--- src/rtl/mc_controller.sv ---
// Multi-cycle instruction sequencer.
// Latches the fetched instruction into IR, steps FETCH/DECODE/EXEC/MEM/WB and
// issues per-state strobes around the datapath selects decoded from IR.
// Instruction and data memories use a req/ready handshake. A data access
// that waits too long is abandoned and flagged in bus_err.
module mc_controller #(
    parameter int MEM_TIMEOUT = 16,
    parameter int CNT_W       = 32
) (
    input  logic             clk,
    input  logic             reset,
    input  logic [31:0]      instr_in,
    input  logic             imem_ready,
    input  logic             dmem_ready,
    output logic             imem_req,
    output logic             dmem_req,
    output logic [31:0]      ir,
    output logic             ir_we,
    output logic             pc_we,
    output logic [4:0]       npcop,
    output logic [1:0]       wrsel,
    output logic [1:0]       wdsel,
    output logic             rfwe,
    output logic [1:0]       extop,
    output logic [1:0]       asel,
    output logic [1:0]       bsel,
    output logic [4:0]       aluop,
    output logic             dmwe,
    output logic [1:0]       dmtype,
    output logic [2:0]       state,
    output logic             illegal,
    output logic             bus_err,
    output logic [CNT_W-1:0] retired
);

    localparam int WCNT_W = $clog2(MEM_TIMEOUT + 1);
    localparam logic [WCNT_W-1:0] WLAST = WCNT_W'(MEM_TIMEOUT - 1);

    // opcodes
    localparam logic [5:0] OP_R    = 6'h00;
    localparam logic [5:0] OP_J    = 6'h02;
    localparam logic [5:0] OP_JAL  = 6'h03;
    localparam logic [5:0] OP_BEQ  = 6'h04;
    localparam logic [5:0] OP_BGTZ = 6'h07;
    localparam logic [5:0] OP_ORI  = 6'h0D;
    localparam logic [5:0] OP_LUI  = 6'h0F;
    localparam logic [5:0] OP_LB   = 6'h20;
    localparam logic [5:0] OP_LW   = 6'h23;
    localparam logic [5:0] OP_SH   = 6'h29;
    localparam logic [5:0] OP_SW   = 6'h2B;
    // R-type functs
    localparam logic [5:0] F_SLL   = 6'h00;
    localparam logic [5:0] F_JR    = 6'h08;
    localparam logic [5:0] F_JALR  = 6'h09;
    localparam logic [5:0] F_ADDU  = 6'h21;
    localparam logic [5:0] F_SUBU  = 6'h23;
    localparam logic [5:0] F_SLT   = 6'h2A;

    // datapath select encodings
    localparam logic [4:0] NPC_BEQ  = 5'd1;
    localparam logic [4:0] NPC_J    = 5'd2;
    localparam logic [4:0] NPC_JR   = 5'd3;
    localparam logic [4:0] NPC_BGTZ = 5'd4;
    localparam logic [4:0] ALU_ADD  = 5'd0;
    localparam logic [4:0] ALU_SUB  = 5'd1;
    localparam logic [4:0] ALU_OR   = 5'd2;
    localparam logic [4:0] ALU_LUI  = 5'd3;
    localparam logic [4:0] ALU_SLL  = 5'd5;
    localparam logic [4:0] ALU_SLT  = 5'd6;
    localparam logic [1:0] SEL_RT   = 2'd0;
    localparam logic [1:0] SEL_RD   = 2'd1;
    localparam logic [1:0] SEL_RA   = 2'd2;
    localparam logic [1:0] WD_DM    = 2'd1;
    localparam logic [1:0] WD_PC4   = 2'd2;
    localparam logic [1:0] EXT_SGN  = 2'd1;
    localparam logic [1:0] DM_HALF  = 2'd1;
    localparam logic [1:0] DM_BYTE  = 2'd2;

    typedef enum logic [2:0] {
        S_FETCH  = 3'd0,
        S_DECODE = 3'd1,
        S_EXEC   = 3'd2,
        S_MEM    = 3'd3,
        S_WB     = 3'd4
    } state_t;

    typedef struct packed {
        logic [4:0] npcop;
        logic [1:0] wrsel;
        logic [1:0] wdsel;
        logic [1:0] extop;
        logic [1:0] asel;
        logic [1:0] bsel;
        logic [4:0] aluop;
        logic [1:0] dmtype;
    } dec_t;

    state_t            st;
    logic [WCNT_W-1:0] wcnt;
    dec_t              d;
    logic [5:0]        op, funct;
    logic              is_nop, is_ill, is_br, is_st, is_ld, is_mem;
    logic              wait_last;

    assign op        = ir[31:26];
    assign funct     = ir[5:0];
    assign is_nop    = (ir == 32'd0);
    assign is_mem    = is_st | is_ld;
    assign wait_last = (wcnt == WLAST);
    assign state     = st;

    assign npcop  = d.npcop;
    assign wrsel  = d.wrsel;
    assign wdsel  = d.wdsel;
    assign extop  = d.extop;
    assign asel   = d.asel;
    assign bsel   = d.bsel;
    assign aluop  = d.aluop;
    assign dmtype = d.dmtype;

    // Decode IR into datapath selects and instruction classes
    always_comb begin
        d      = '0;
        is_ill = 1'b0;
        is_br  = 1'b0;
        is_st  = 1'b0;
        is_ld  = 1'b0;
        case (op)
            OP_R: begin
                case (funct)
                    F_ADDU: begin d.wrsel = SEL_RD; d.aluop = ALU_ADD; end
                    F_SUBU: begin d.wrsel = SEL_RD; d.aluop = ALU_SUB; end
                    F_SLL:  begin d.wrsel = SEL_RD; d.asel = 2'd1; d.aluop = ALU_SLL; end
                    F_SLT:  begin d.wrsel = SEL_RD; d.aluop = ALU_SLT; end
                    F_JR:   begin d.npcop = NPC_JR; is_br = 1'b1; end
                    F_JALR: begin d.npcop = NPC_JR; d.wrsel = SEL_RD; d.wdsel = WD_PC4; end
                    default: is_ill = 1'b1;
                endcase
            end
            OP_ORI:  begin d.wrsel = SEL_RT; d.bsel = 2'd1; d.aluop = ALU_OR; end
            OP_LUI:  begin d.wrsel = SEL_RT; d.bsel = 2'd1; d.aluop = ALU_LUI; end
            OP_LW:   begin d.wdsel = WD_DM; d.extop = EXT_SGN; d.bsel = 2'd1; is_ld = 1'b1; end
            OP_LB:   begin
                d.wdsel = WD_DM; d.extop = EXT_SGN; d.bsel = 2'd1; d.dmtype = DM_BYTE; is_ld = 1'b1;
            end
            OP_SW:   begin d.extop = EXT_SGN; d.bsel = 2'd1; is_st = 1'b1; end
            OP_SH:   begin d.extop = EXT_SGN; d.bsel = 2'd1; d.dmtype = DM_HALF; is_st = 1'b1; end
            OP_BEQ:  begin d.npcop = NPC_BEQ; d.extop = EXT_SGN; d.aluop = ALU_SUB; is_br = 1'b1; end
            OP_BGTZ: begin d.npcop = NPC_BGTZ; d.extop = EXT_SGN; is_br = 1'b1; end
            OP_J:    begin d.npcop = NPC_J; is_br = 1'b1; end
            OP_JAL:  begin d.npcop = NPC_J; d.wrsel = SEL_RA; d.wdsel = WD_PC4; end
            default: is_ill = 1'b1;
        endcase
        // all-zero word would otherwise decode as sll $0,$0,0
        if (is_nop) begin
            d      = '0;
            is_ill = 1'b0;
        end
    end

    // Per-state strobes; they follow ready inputs in the same cycle, and
    // reset forces them low without waiting for a clock edge
    always_comb begin
        imem_req = 1'b0;
        dmem_req = 1'b0;
        ir_we    = 1'b0;
        pc_we    = 1'b0;
        rfwe     = 1'b0;
        dmwe     = 1'b0;
        if (reset) begin
            case (st)
                S_FETCH: begin
                    imem_req = 1'b1;
                    ir_we    = imem_ready;
                end
                S_DECODE: pc_we = is_nop | is_ill;
                S_EXEC:   pc_we = is_br;
                S_MEM: begin
                    dmem_req = 1'b1;
                    dmwe     = is_st;
                    // ready in the final wait cycle still counts as success
                    pc_we    = dmem_ready ? is_st : wait_last;
                end
                S_WB: begin
                    rfwe  = 1'b1;
                    pc_we = 1'b1;
                end
                default: ;
            endcase
        end
    end

    // Sequencer: state, IR, dmem wait counter and sticky error flags
    always_ff @(posedge clk or negedge reset) begin
        if (!reset) begin
            st      <= S_FETCH;
            ir      <= '0;
            wcnt    <= '0;
            illegal <= 1'b0;
            bus_err <= 1'b0;
        end else begin
            case (st)
                S_FETCH: begin
                    if (imem_ready) begin
                        ir <= instr_in;
                        st <= S_DECODE;
                    end
                end
                S_DECODE: begin
                    if (is_nop || is_ill) begin
                        st <= S_FETCH;
                        if (is_ill) illegal <= 1'b1;
                    end else begin
                        st <= S_EXEC;
                    end
                end
                S_EXEC: begin
                    if (is_br)       st <= S_FETCH;
                    else if (is_mem) st <= S_MEM;
                    else             st <= S_WB;
                end
                S_MEM: begin
                    if (dmem_ready) begin
                        wcnt <= '0;
                        st   <= is_ld ? S_WB : S_FETCH;
                    end else if (wait_last) begin
                        wcnt    <= '0;
                        bus_err <= 1'b1;
                        st      <= S_FETCH;
                    end else begin
                        wcnt <= wcnt + 1'b1;
                    end
                end
                S_WB:    st <= S_FETCH;
                default: st <= S_FETCH;
            endcase
        end
    end

    // Retired count advances once per PC update, wrapping naturally
    always_ff @(posedge clk or negedge reset) begin
        if (!reset) retired <= '0;
        else        retired <= retired + CNT_W'(pc_we);
    end

endmodule

--- config.mk ---
export PLATFORM = sky130hd
export DESIGN_NAME = mc_controller
export DESIGN_NICKNAME = d
export VERILOG_FILES = /design/src/rtl/mc_controller.sv
export SDC_FILE = /design/constraint.sdc
export NUM_CORES = 1
export LEC_CHECK = 0
export BUFFER_PORTS_ARGS = -buffer_cell sky130_fd_sc_hd__buf_2
export CORE_MARGIN = 1.5
export CORE_UTILIZATION = 30
export DETAILED_ROUTE_END_ITERATION = 12
export SLEW_MARGIN = 10
export SYNTH_ARGS = -nofsm -noshare
export SYNTH_HDL_FRONTEND = slang
export SYNTH_SLANG_ARGS = --single-unit
--- constraint.sdc ---
create_clock -name clk -period 5.5 [get_ports clk]
set_clock_uncertainty 0.15 [all_clocks]
set_input_delay 0.55 -clock clk [delete_from_list [all_inputs] [get_ports clk]]
set_output_delay 0.55 -clock clk [all_outputs]
set_load 0.02 [all_outputs]
Yosys cells after proc, flatten, opt, wreduce, memory -nomap -nowiden --
Cells that the tools add are included.
Cells by class: reduce and logical (&&, ||, !) cells 19, add/subtract/negate cells 2, bitwise gates (word level) 3, mux-type cells 44, equality and inequality tests 22
Operator list (count):
- == test 6 bit (second input constant) | 7
- one-hot mux 5 bit (4 select lines) | 2
- adder 32 x 1 -> 32 bit | 1
- logical NOT 32 bit | 1
- == test 6 x 4 -> 1 bit (second input constant) | 4
- two-way mux 22 bit | 1
- two-way mux 1 bit | 21
- two-way mux 3 bit | 6
- OR reduction 6 bit | 3
- == test 6 x 2 -> 1 bit (second input constant) | 2
- == test 6 x 3 -> 1 bit (second input constant) | 2
- logical NOT 6 bit | 2
- one-hot mux 3 bit (4 select lines) | 1
- two-way mux 5 bit | 2
- OR reduction 10 bit | 1
- one-hot mux 3 bit (3 select lines) | 1
- two-way mux 2 bit | 4
- one-hot mux 2 bit (2 select lines) | 2
- OR reduction 2 bit | 4
- == test 3 x 2 -> 1 bit (second input constant) | 2
- one-hot mux 2 bit (3 select lines) | 1
- AND reduction 3 bit | 2
- adder 5 x 1 -> 5 bit (second input constant) | 1
- == test 5 x 4 -> 1 bit (second input constant) | 1
- other kinds (13) | 16
Storage, ports and cells: flip-flop bits (word level) 74, bits of input ports 36, output and inout bits 97, word-level logic and storage cells 96

Logic depth before layout (Yosys ltp) --
Gate-level depths: netlist of the first run.
depth in word-level cells 9, gate-level depth with buffers 13

Worst setup path after synthesis of the first run --
No wires, ideal clock.
path kind register to register, start reg ir[30], end reg retired[28], clock period less this slack 3.621 ns, buffers on the path 1, data arrival time 3.341 ns, slack 1.879 ns, cell stages (with the launch flop) 13, library setup time 0.130 ns, cells stage by stage dfrtp_1 > or3b_2 > clkbuf_1 > o211a_1 > o211ai_1 > o311a_1 > ha_1 > ha_1 > nand2_1 > or3_4 > nor4_4 > nand4_1 > xnor2_1
On the way: word-level cells in the longest chain between the ends 8
Ends and longest elaborated chain:
- start, declared | line 17 | output logic [31:0] ir,
- start signal, assigned | line 205 | ir <= instr_in;
- == test 6 x 2 -> 1 bit, or another cell as far along | line 128 | case (op)
- OR reduction 10 bit (no source line)
- one-hot mux 1 bit (2 select lines) | line 128
- two-way mux 1 bit | line 155 | if (is_nop) begin
- bitwise OR 1 bit | line 176 | S_DECODE: pc_we = is_nop | is_ill;
- one-hot mux 1 bit (4 select lines) * | line 171 | case (st)
- two-way mux 1 bit * | line 170 | if (reset) begin
- named net pc_we | line 19 | output logic pc_we,
- adder 32 x 1 -> 32 bit * | line 243 | else retired <= retired + CNT_W'(pc_we);
- end signal, assigned | line 243
- end, declared | line 33 | output logic [CNT_W-1:0] retired
Mark *: on every way through the listed nets, which the timed path passes. The rest lies on a longest branch. A chain may end at the register's enable or synchronous reset.

Worst setup path after layout of the first run --
start reg ir[26], end reg retired[28]
On the way: word-level cells in the longest chain between the ends 8
Ends and longest elaborated chain (line):
- == test 6 x 2 -> 1 bit, or another cell as far along | 128
- OR reduction 10 bit (no source line)
- one-hot mux 1 bit (2 select lines) | 128
- two-way mux 1 bit | 155
- bitwise OR 1 bit | 176
- one-hot mux 1 bit (4 select lines) * | 171
- two-way mux 1 bit * | 170
- adder 32 x 1 -> 32 bit * | 243
Mark *: on every way between the ends. The rest lies on a longest branch, timed or not.

==> results of run 1 <==
==> cells in the final DEF, fill, tap and decap left out, types with 2 or more instances in the layout <==
cell	netlist	routed
nand2b_1	3	3
nand2_1	19	19
nor2b_1	2	2
o21ai_0	13	13
ha_1	3	3
inv_1	6	6
nor3_1	18	18
nand4_1	6	6
a21oi_1	6	6
nor3b_1	4	4
nor2_1	22	22
buf_4	7	3
or3b_2	3	3
xnor2_1	24	24
clkinv_2	0	2
or2_2	2	2
clkbuf_1	7	2
conb_1	1	7
o211ai_1	3	3
mux2_2	30	30
a22oi_1	2	2
and3_1	11	11
xor2_1	10	10
nand3b_1	4	4
o31ai_1	3	3
and2_1	7	7
nor4_1	7	7
a31oi_1	2	2
nand3_1	25	25
buf_2	3	124
clkbuf_16	0	9
dfrtp_1	74	74
==> synthesized netlist by cell type, drive strengths merged (8+ instances only) <==
library cell / instances / area [um2]
mux2: 30 / 338
and3: 11 / 68.8
xor2: 10 / 87.6
buf: 10 / 67.6
o21ai: 13 / 65.1
xnor2: 24 / 210
dfrtp: 74 / 1850
nand2: 19 / 71.3
nor2: 22 / 82.6
nand3: 25 / 125
nor3: 18 / 90.1
nor4: 8 / 65.1
==> report_power, final <==
group          switching, mW  internal, mW  total, mW
combinational          0.548         0.382      0.930
clock                  0.215         0.360      0.575
sequential             0.208         0.698      0.907
total                  0.972          1.44       2.41
==> layer usage <==
layer,global-route usage (%),vias up,wire length [um]
met3,4.68,10,564
met1,19.1,1471,4220
met2,22.5,102,4340
met4,5.42,0,130
li1,-,1479,-
met5,0,-,0
==> through the flow <==
stage / power [mW] / util [%] / instances
finish: 2.41 / 39.3 / 622
global placement: 1.83 / 36.9 / 607
global route: 2.57 / 39.3 / 622
CTS: 2.44 / 39.3 / 622
floorplan: 1.53 / - / 350
detailed placement: 1.85 / 36.9 / 607
==> state kept, by name, summed over array words and instances, names as in the netlist <==
| name | flops |
|---|---|
| ir | 32 |
| illegal | 1 |
| wcnt | 5 |
| state | 3 |
| bus_err | 1 |
| retired | 32 |
==> worst paths after layout <==
kind | cells after the start | slack [ns] | endpoint | startpoint
worst max-delay path | 12 | 1.77 | retired[28]$_DFF_PN0_ | ir[26]$_DFFE_PN0P_
worst min-delay path | 1 | 0.03 | bus_err$_DFFE_PN0P_ | reset
worst max register to register | 12 | 1.77 | retired[28]$_DFF_PN0_ | ir[26]$_DFFE_PN0P_
worst min register to register | 1 | 0.32 | bus_err$_DFFE_PN0P_ | bus_err$_DFFE_PN0P_
max in group asynchronous | 2 | 4.26 | ir[8]$_DFFE_PN0P_ | reset
min in group clk | 3 | 0.28 | ir[0]$_DFFE_PN0P_ | instr_in[0]
==> cell type report <==
cell class              instances  area [um2]  share of cell area, %
repair buffers                127         643                   13.6
flip-flops and latches         74        1850                   39.2
clock buffers                  12         246                   5.22
well taps                     147         184                   3.89
multi-input cells             253        1740                   36.8
inverters                       6        22.5                  0.477
clock inverters                 3        40.0                  0.847
==> cells by family (layout without fill, tap and decap cells) <==
logic type	count (synthesis)	in the layout	synth area share, %
other	1	7	0.102
multiplexers	30	30	9.17
adder cells (fa/ha/maj)	3	3	1.02
AO/OA/AOI/OAI	37	37	6.46
buffers and inverters	23	148	3.16
AND/OR/NAND/NOR	142	142	21.7
XOR/XNOR	34	34	8.09
flip-flops	74	74	50.3
==> results.toml, run 1 <==
[run_status]
status = "finished clean"

[placed_design]
dp_hpwl_um = 6950
place_ws_ns = 1.75
placed_cell_area_um2 = 4440
finalWeightedCongestion = 0.771
io_buffer_count = 125

[worst_setup_path]
startpoint_type = "flop"
slowest_delay_ns = 0.52
worstSetupPathType = "flop to flop"
critPathArrivalTime_ns = 3.80
path_buf_inv = 0
slowest_stage = "dfrtp_1"
cp_max_fo = 14
cp_cell_sequence = "nor3_1, nand4_1, o211a_1, o211ai_1, o311a_1, ha_1, ha_1, nand2_1, or3_4, nor4_4, nand4_1, xnor2_1"
required_ns = 5.57
crit_family = "simple AND/OR/NAND/NOR gates"
cp-end-kind = "flop"

[timing]
worst_hold_slack_ns = 0.0339
timing_hold_violations_final = 0
final_max_slew_viol_count = 0
finalSetupTns_ns = 0
slew_headroom_pct = 64.0
rsz0062_at_grt = "false"
fmax_ghz = 0.268
worst_pin_slew_ns = 0.535
layout_min_cycle_time_ns = 3.73
fin_crit_sh_pct = 67.8
setup_slack_ns = 1.77
setup_viol = 0

[clocking]
h-tree-depth = 3
cts_buffer_depth = 2
postCtsSetupBuffers = 0
cts_sinks = 74
cts_buffers = 9
cts_tree = "built"
clk_latency_ns = 0.33
cts_resized = 0
ctsHoldBuffers = 0
root_buffer = "clkbuf_16"
clkSlewWorstSetupHoldPaths_ns = 0.06

[synthesis]
yosys_warnings = 0
synth_cell_type_count = 47
synth_edf_count = 0
synth_cells = 344
synthFlopType = "dfrtp_1"
syn-mean-instance-area_um2 = 10.7
synth-seq-area-share_pct = 50.3
async_flop_share_pct = 100
synth_area_um2 = 3680
ys_ff_latch = 74

[floorplan]
ios = 133
rows = 40
start_util_pct = 30.7
die_area_um2 = 12900
dieWidth_um = 114
core-area_um2 = 12000
fp.dieH_um = 114

[global_route]
grt_max_degree = 41
grt_usage_pct = 14.6
grt_pass1_wl_um = 14500
globalRouteOverflowTotal = 0
grt_pass1_vias = 2906
antenna_found_initial = 0

[detailed_routing]
drt-pass1-iter-count = 5
avgRoutedWirePerCell_um = 14.9
drc = 0
drt_iter0_markers = 165
wl_um = 9250
viasPerCell = 4.92
vias = 3062
final_antenna_net_count = 0

[min_path]
hp-class = "primary input to asynchronous set/reset pin"

[layout]
final_layout_size_suffix_gt1_share_pct = 37.5
stdcell_area_um2 = 4720
fillers = 1228
syn2layout_area_growth_pct = 28.3
layout.nets = 510
diodes = 0

[power_and_ir_drop]
ir_drop_mv = 0.289
leakagePower_nw = 2.31
power.density_nw_per_um2 = 510

[run]
maxCapViolCount = 0
(Power assumes the default switching activity.)
==> inputs of run 2 (changes only) <==
==> constraint.sdc (replaced) <==
create_clock -name clk -period 3.1 [get_ports clk]
set_clock_uncertainty 0.15 [all_clocks]
set_input_delay 0.31 -clock clk [delete_from_list [all_inputs] [get_ports clk]]
set_output_delay 0.31 -clock clk [all_outputs]
set_load 0.02 [all_outputs]
==> results.toml, run 2 (synthesized netlist as in run 1, its figures left out) <==
[timing]
setup_slack_ns = -0.0217
worst_hold_slack_ns = 0.0559
slew_headroom_pct = 42.6
rsz0062_at_grt = "true"
setup_viol = 2
final_max_slew_viol_count = 0
timing_hold_violations_final = 0
fin_crit_sh_pct = 101
fmax_ghz = 0.320
worst_pin_slew_ns = 0.861
layout_min_cycle_time_ns = 3.12

[placed_design]
place_ws_ns = -0.115
finalWeightedCongestion = 0.787
io_buffer_count = 125
dp_hpwl_um = 7290

[detailed_routing]
viasPerCell = 4.76
drc = 0
wl_um = 9720
final_antenna_net_count = 0
drt-pass1-iter-count = 4
drt_iter0_markers = 144
vias = 3244
avgRoutedWirePerCell_um = 14.3

[layout]
fin_util_pct = 44.1
diodes = 0
layout_common_cells = "124 x buf_2, 70 x dfrtp_1, 60 x buf_4"
syn2layout_area_growth_pct = 43.7
reg_top3 = "ir x32, retired x32, wcnt x5"
fillers = 1168
mostFrequentLayoutCell = "buf_2"
layout.nets = 569
final_layout_size_suffix_gt1_share_pct = 48.9

[power_and_ir_drop]
power_frac_seq_pct = 32.1
power.density_nw_per_um2 = 887
switching_power_mw = 1.84
leakagePower_nw = 2.61
clockPowerShare_pct = 19.9
combPwrFrac_pct = 48.0
swShare_pct = 39.2
p_int_mw = 2.85
ir_drop_mv = 0.412
design_power_total_mw = 4.70

[run]
maxCapViolCount = 0

[clocking]
cts_sinks = 74
h-tree-depth = 3
cts_tree = "built"
root_buffer = "clkbuf_16"
clkSlewWorstSetupHoldPaths_ns = 0.06
cts_buffer_depth = 2
cts_buffers = 9
clk_latency_ns = 0.32

[worst_setup_path]
critPathArrivalTime_ns = 3.18
slowest_delay_ns = 0.39
cp_common_cell = "nor4_2"
required_ns = 3.16
cp-end-kind = "flop"
path_buf_inv = 0
slowest_stage = "dfrtp_1"
crit_family = "simple AND/OR/NAND/NOR gates"
cp_cell_sequence = "nor4_2, and3_1, nand3_2, nor4_2, o311a_1, ha_2, ha_4, nand2_4, or3_4, nor4_4, nand4_1, xnor2_1"
startpoint_type = "flop"
worstSetupPathType = "flop to flop"
cp_max_fo = 5
ff2ff_setup_slack_ns = -0.02

[global_route]
grt_pass1_wl_um = 15900
gr-usage-met3_pct = 2.82
grt_util_met2_pct = 24.1
antenna_found_initial = 0
grt_pass1_vias = 3149
globalRouteOverflowTotal = 0
grt_usage_pct = 15.5
grt_max_degree = 69
met1_usage_pct = 21.4
top_usage_layer = "met2"

[floorplan]
ios = 133
start_util_pct = 30.7
rows = 40
core-area_um2 = 12000
die_area_um2 = 12900
dieWidth_um = 114
fp.dieH_um = 114

[run_status]
violations = "setup timing"
status = "finished, violations left"

[min_path]
hp-class = "primary input to flop"
run 2: power by group through the flow:
stage	clock (mW)	sequential, mW	combinational [mW]
2_1_floorplan	0	1.83	0.961
3_3_place_gp	0	1.50	2.20
3_5_place_dp	0	1.51	2.22
4_1_cts	0.966	1.51	2.25
5_1_grt	1.02	1.55	2.44
6_report	0.933	1.51	2.25
run 2: repair_timing:
item	4_1_cts	5_1_grt
hold buffers	1	0
setup buffers	1	3
pin swaps	7	12
resized for setup	6	12
setup endpoints to repair	8	15
endpoints found under the hold margin	6	0
run 2: per-layer routing:
metal / routed length (um) / vias up
met5: 0 / -
met4: 170 / 0
met3: 388 / 14
met2: 4540 / 81
met1: 4620 / 1555
li1: - / 1594
run 2: layout make-up:
class                      instances  area [um2]  area share, %
clock buffer                      13         250           4.73
clock inverter                     2        13.8          0.260
inverter                           6        22.5          0.426
multi-input combinational        253        1870           35.4
sequential                        74        1860           35.1
tap                              147         184           3.48
timing repair buffer             186        1090           20.6
run 2: worst reg2reg max path, delay by kind of cell (launching register included):
kind | cells | cell delay (ns)
XOR/XNOR | 1 | 0.15
AO/OA/AOI/OAI | 1 | 0.23
flip-flops | 1 | 0.39
AND/OR/NAND/NOR | 8 | 1.72
adder cells (fa/ha/maj) | 2 | 0.36
run 2: path summary, 6_finish.rpt:
kind,startpoint,endpoint,cells after the start
max in group asynchronous,reset,ir[28]$_DFFE_PN0P_,3
worst max register to register,ir[20]$_DFFE_PN0P_,retired[28]$_DFF_PN0_,12
worst min register to register,bus_err$_DFFE_PN0P_,bus_err$_DFFE_PN0P_,1
min in group asynchronous,reset,bus_err$_DFFE_PN0P_,2
worst max-delay path,ir[20]$_DFFE_PN0P_,retired[28]$_DFF_PN0_,12
worst min-delay path,instr_in[29],ir[29]$_DFFE_PN0P_,3
run 2: through the flow:
| stage | cells | cell area [um2] | setup TNS [ns] |
|---|---|---|---|
| finish | 681 | 5290 | -0.0307 |
| global placement | 661 | 4890 | -0.0563 |
| global route | 681 | 5290 | -0.905 |
| floorplan | 350 | 3770 | -0.459 |
| detailed placement | 661 | 4890 | -0.659 |
| CTS | 678 | 5210 | -0.285 |
==> inputs of run 3 (changes only) <==
--- a/config.mk
+++ b/config.mk
@@ -7,8 +7,9 @@
 export LEC_CHECK = 0
 export BUFFER_PORTS_ARGS = -buffer_cell sky130_fd_sc_hd__buf_2
 export CORE_MARGIN = 1.5
-export CORE_UTILIZATION = 30
+export CORE_UTILIZATION = 45
 export DETAILED_ROUTE_END_ITERATION = 12
+export PLACE_DENSITY = 0.76
 export SLEW_MARGIN = 10
 export SYNTH_ARGS = -nofsm -noshare
 export SYNTH_HDL_FRONTEND = slang
==> results.toml, run 3 (synthesized netlist as in run 1, its figures left out) <==
[timing]
setup_slack_ns = -0.00915
slew_headroom_pct = 36.2
fin_crit_sh_pct = 100
worst_pin_slew_ns = 0.957
layout_min_cycle_time_ns = 3.11
worst_hold_slack_ns = 0.0386
fmax_ghz = 0.322
finalSetupTns_ns = -0.00915
setup_viol = 1
final_max_slew_viol_count = 0
rsz0062_at_grt = "true"
timing_hold_violations_final = 0

[global_route]
grt_usage_pct = 22.3
grt_max_degree = 79
globalRouteOverflowTotal = 0
grt_pass1_wl_um = 15200
grt_pass1_vias = 3171
antenna_found_initial = 0

[power_and_ir_drop]
ir_drop_mv = 0.578
design_power_total_mw = 4.71
power.density_nw_per_um2 = 905
leakagePower_nw = 2.60

[worst_setup_path]
critPathArrivalTime_ns = 3.18
cp_max_fo = 5
cp-end-kind = "flop"
required_ns = 3.17
worstSetupPathType = "flop to flop"
startpoint_type = "flop"

[detailed_routing]
wl_um = 9680
drt_iter0_markers = 141
drt-pass1-iter-count = 4
viasPerCell = 5.24
final_antenna_net_count = 0
vias = 3289
avgRoutedWirePerCell_um = 15.4
drc = 0

[placed_design]
io_buffer_count = 125
dp_hpwl_um = 7070
placed_cell_area_um2 = 4730
finalWeightedCongestion = 0.885

[clocking]
cts_sinks = 74
clkSlewWorstSetupHoldPaths_ns = 0.08
clk_latency_ns = 0.34
cts_tree = "built"
cts_buffers = 9
cts_buffer_depth = 2
root_buffer = "clkbuf_8"
h-tree-depth = 3
ctsHoldBuffers = 0

[layout]
layout.nets = 560
fillers = 600
reg_top3 = "ir x32, retired x32, wcnt x5"
final_layout_size_suffix_gt1_share_pct = 50.4
mostFrequentLayoutCell = "buf_2"
diodes = 0
multiInputGateArea_um2 = 1940
layout_common_cells = "124 x buf_2, 67 x dfrtp_1, 51 x buf_4"
regArea_um2 = 1860
stdcell_area_um2 = 5210
syn2layout_area_growth_pct = 41.5

[floorplan]
start_util_pct = 47.2
core-area_um2 = 7810
fp.dieH_um = 93.5
die_area_um2 = 8730
dieWidth_um = 93.5
rows = 32
ios = 133

[run]
maxCapViolCount = 0

[run_status]
violations = "setup timing"
status = "finished, violations left"

[min_path]
hp-class = "primary input to flop"
-- run 3: timing repair --
| item | CTS | global route |
|---|---|---|
| pin swaps | 9 | 12 |
| setup buffers | 5 | 5 |
| gates cloned | 0 | 0 |
| endpoints found under the setup margin | 13 | 14 |
| gates resized for setup | 13 | 25 |
| endpoints found under the hold margin | 0 | 0 |
-- run 3: layout make-up --
class                      instances  area share, %
tap                              102           2.45
clock buffer                      11           2.52
sequential                        74           35.7
timing repair buffer             177           19.7
inverter                           6          0.432
multi-input combinational        253           37.2
clock inverter                     5           1.97
-- run 3: per-stage QoR --
step	util, %	worst slack, ns	cells
floorplan	-	-0.131	350
global placement	60.6	-0.0345	602
detailed placement	60.6	-0.146	602
CTS	64.9	-0.0673	623
global route	66.7	-0.171	628
finish	66.7	-0.00915	628
-- run 3: worst max-delay path: stages, from the launching register on --
cell      delay [ns]
dfrtp_2         0.45
or3b_4          0.41
o211a_1         0.22
o211ai_1        0.20
o311a_1         0.21
ha_2            0.21
ha_4            0.15
nand2_4         0.05
or3_4           0.36
nor4_4          0.27
nand3_1         0.15
xnor2_1         0.16
-- run 3: path summary, 6_finish.rpt --
kind | start | endpoint | slack [ns] | depth (start not counted)
hold / removal | instr_in[29] | ir[29]$_DFFE_PN0P_ | 0.04 | 3
setup / recovery | ir[30]$_DFFE_PN0P_ | retired[24]$_DFF_PN0_ | -0.009 | 11
setup reg to reg | ir[30]$_DFFE_PN0P_ | retired[24]$_DFF_PN0_ | -0.009 | 11
hold reg to reg | bus_err$_DFFE_PN0P_ | bus_err$_DFFE_PN0P_ | 0.31 | 1
max in group asynchronous | reset | ir[5]$_DFFE_PN0P_ | 2.06 | 2
min in group asynchronous | reset | illegal$_DFFE_PN0P_ | 0.08 | 2
-- run 3: layer usage --
| layer | share of wire, % | global-route usage, % |
|---|---|---|
| met1 | 41 | 28.5 |
| met2 | 51 | 36.3 |
| met3 | 6.3 | 5.28 |
| met4 | 2.3 | 8.71 |
| met5 | 0 | 0 |
-- run 3: power breakdown --
part / switching [mW] / total (mW) / internal, mW
registers: 0.295 / 1.54 / 1.25
logic: 1.25 / 2.29 / 1.04
clock network: 0.343 / 0.877 / 0.534
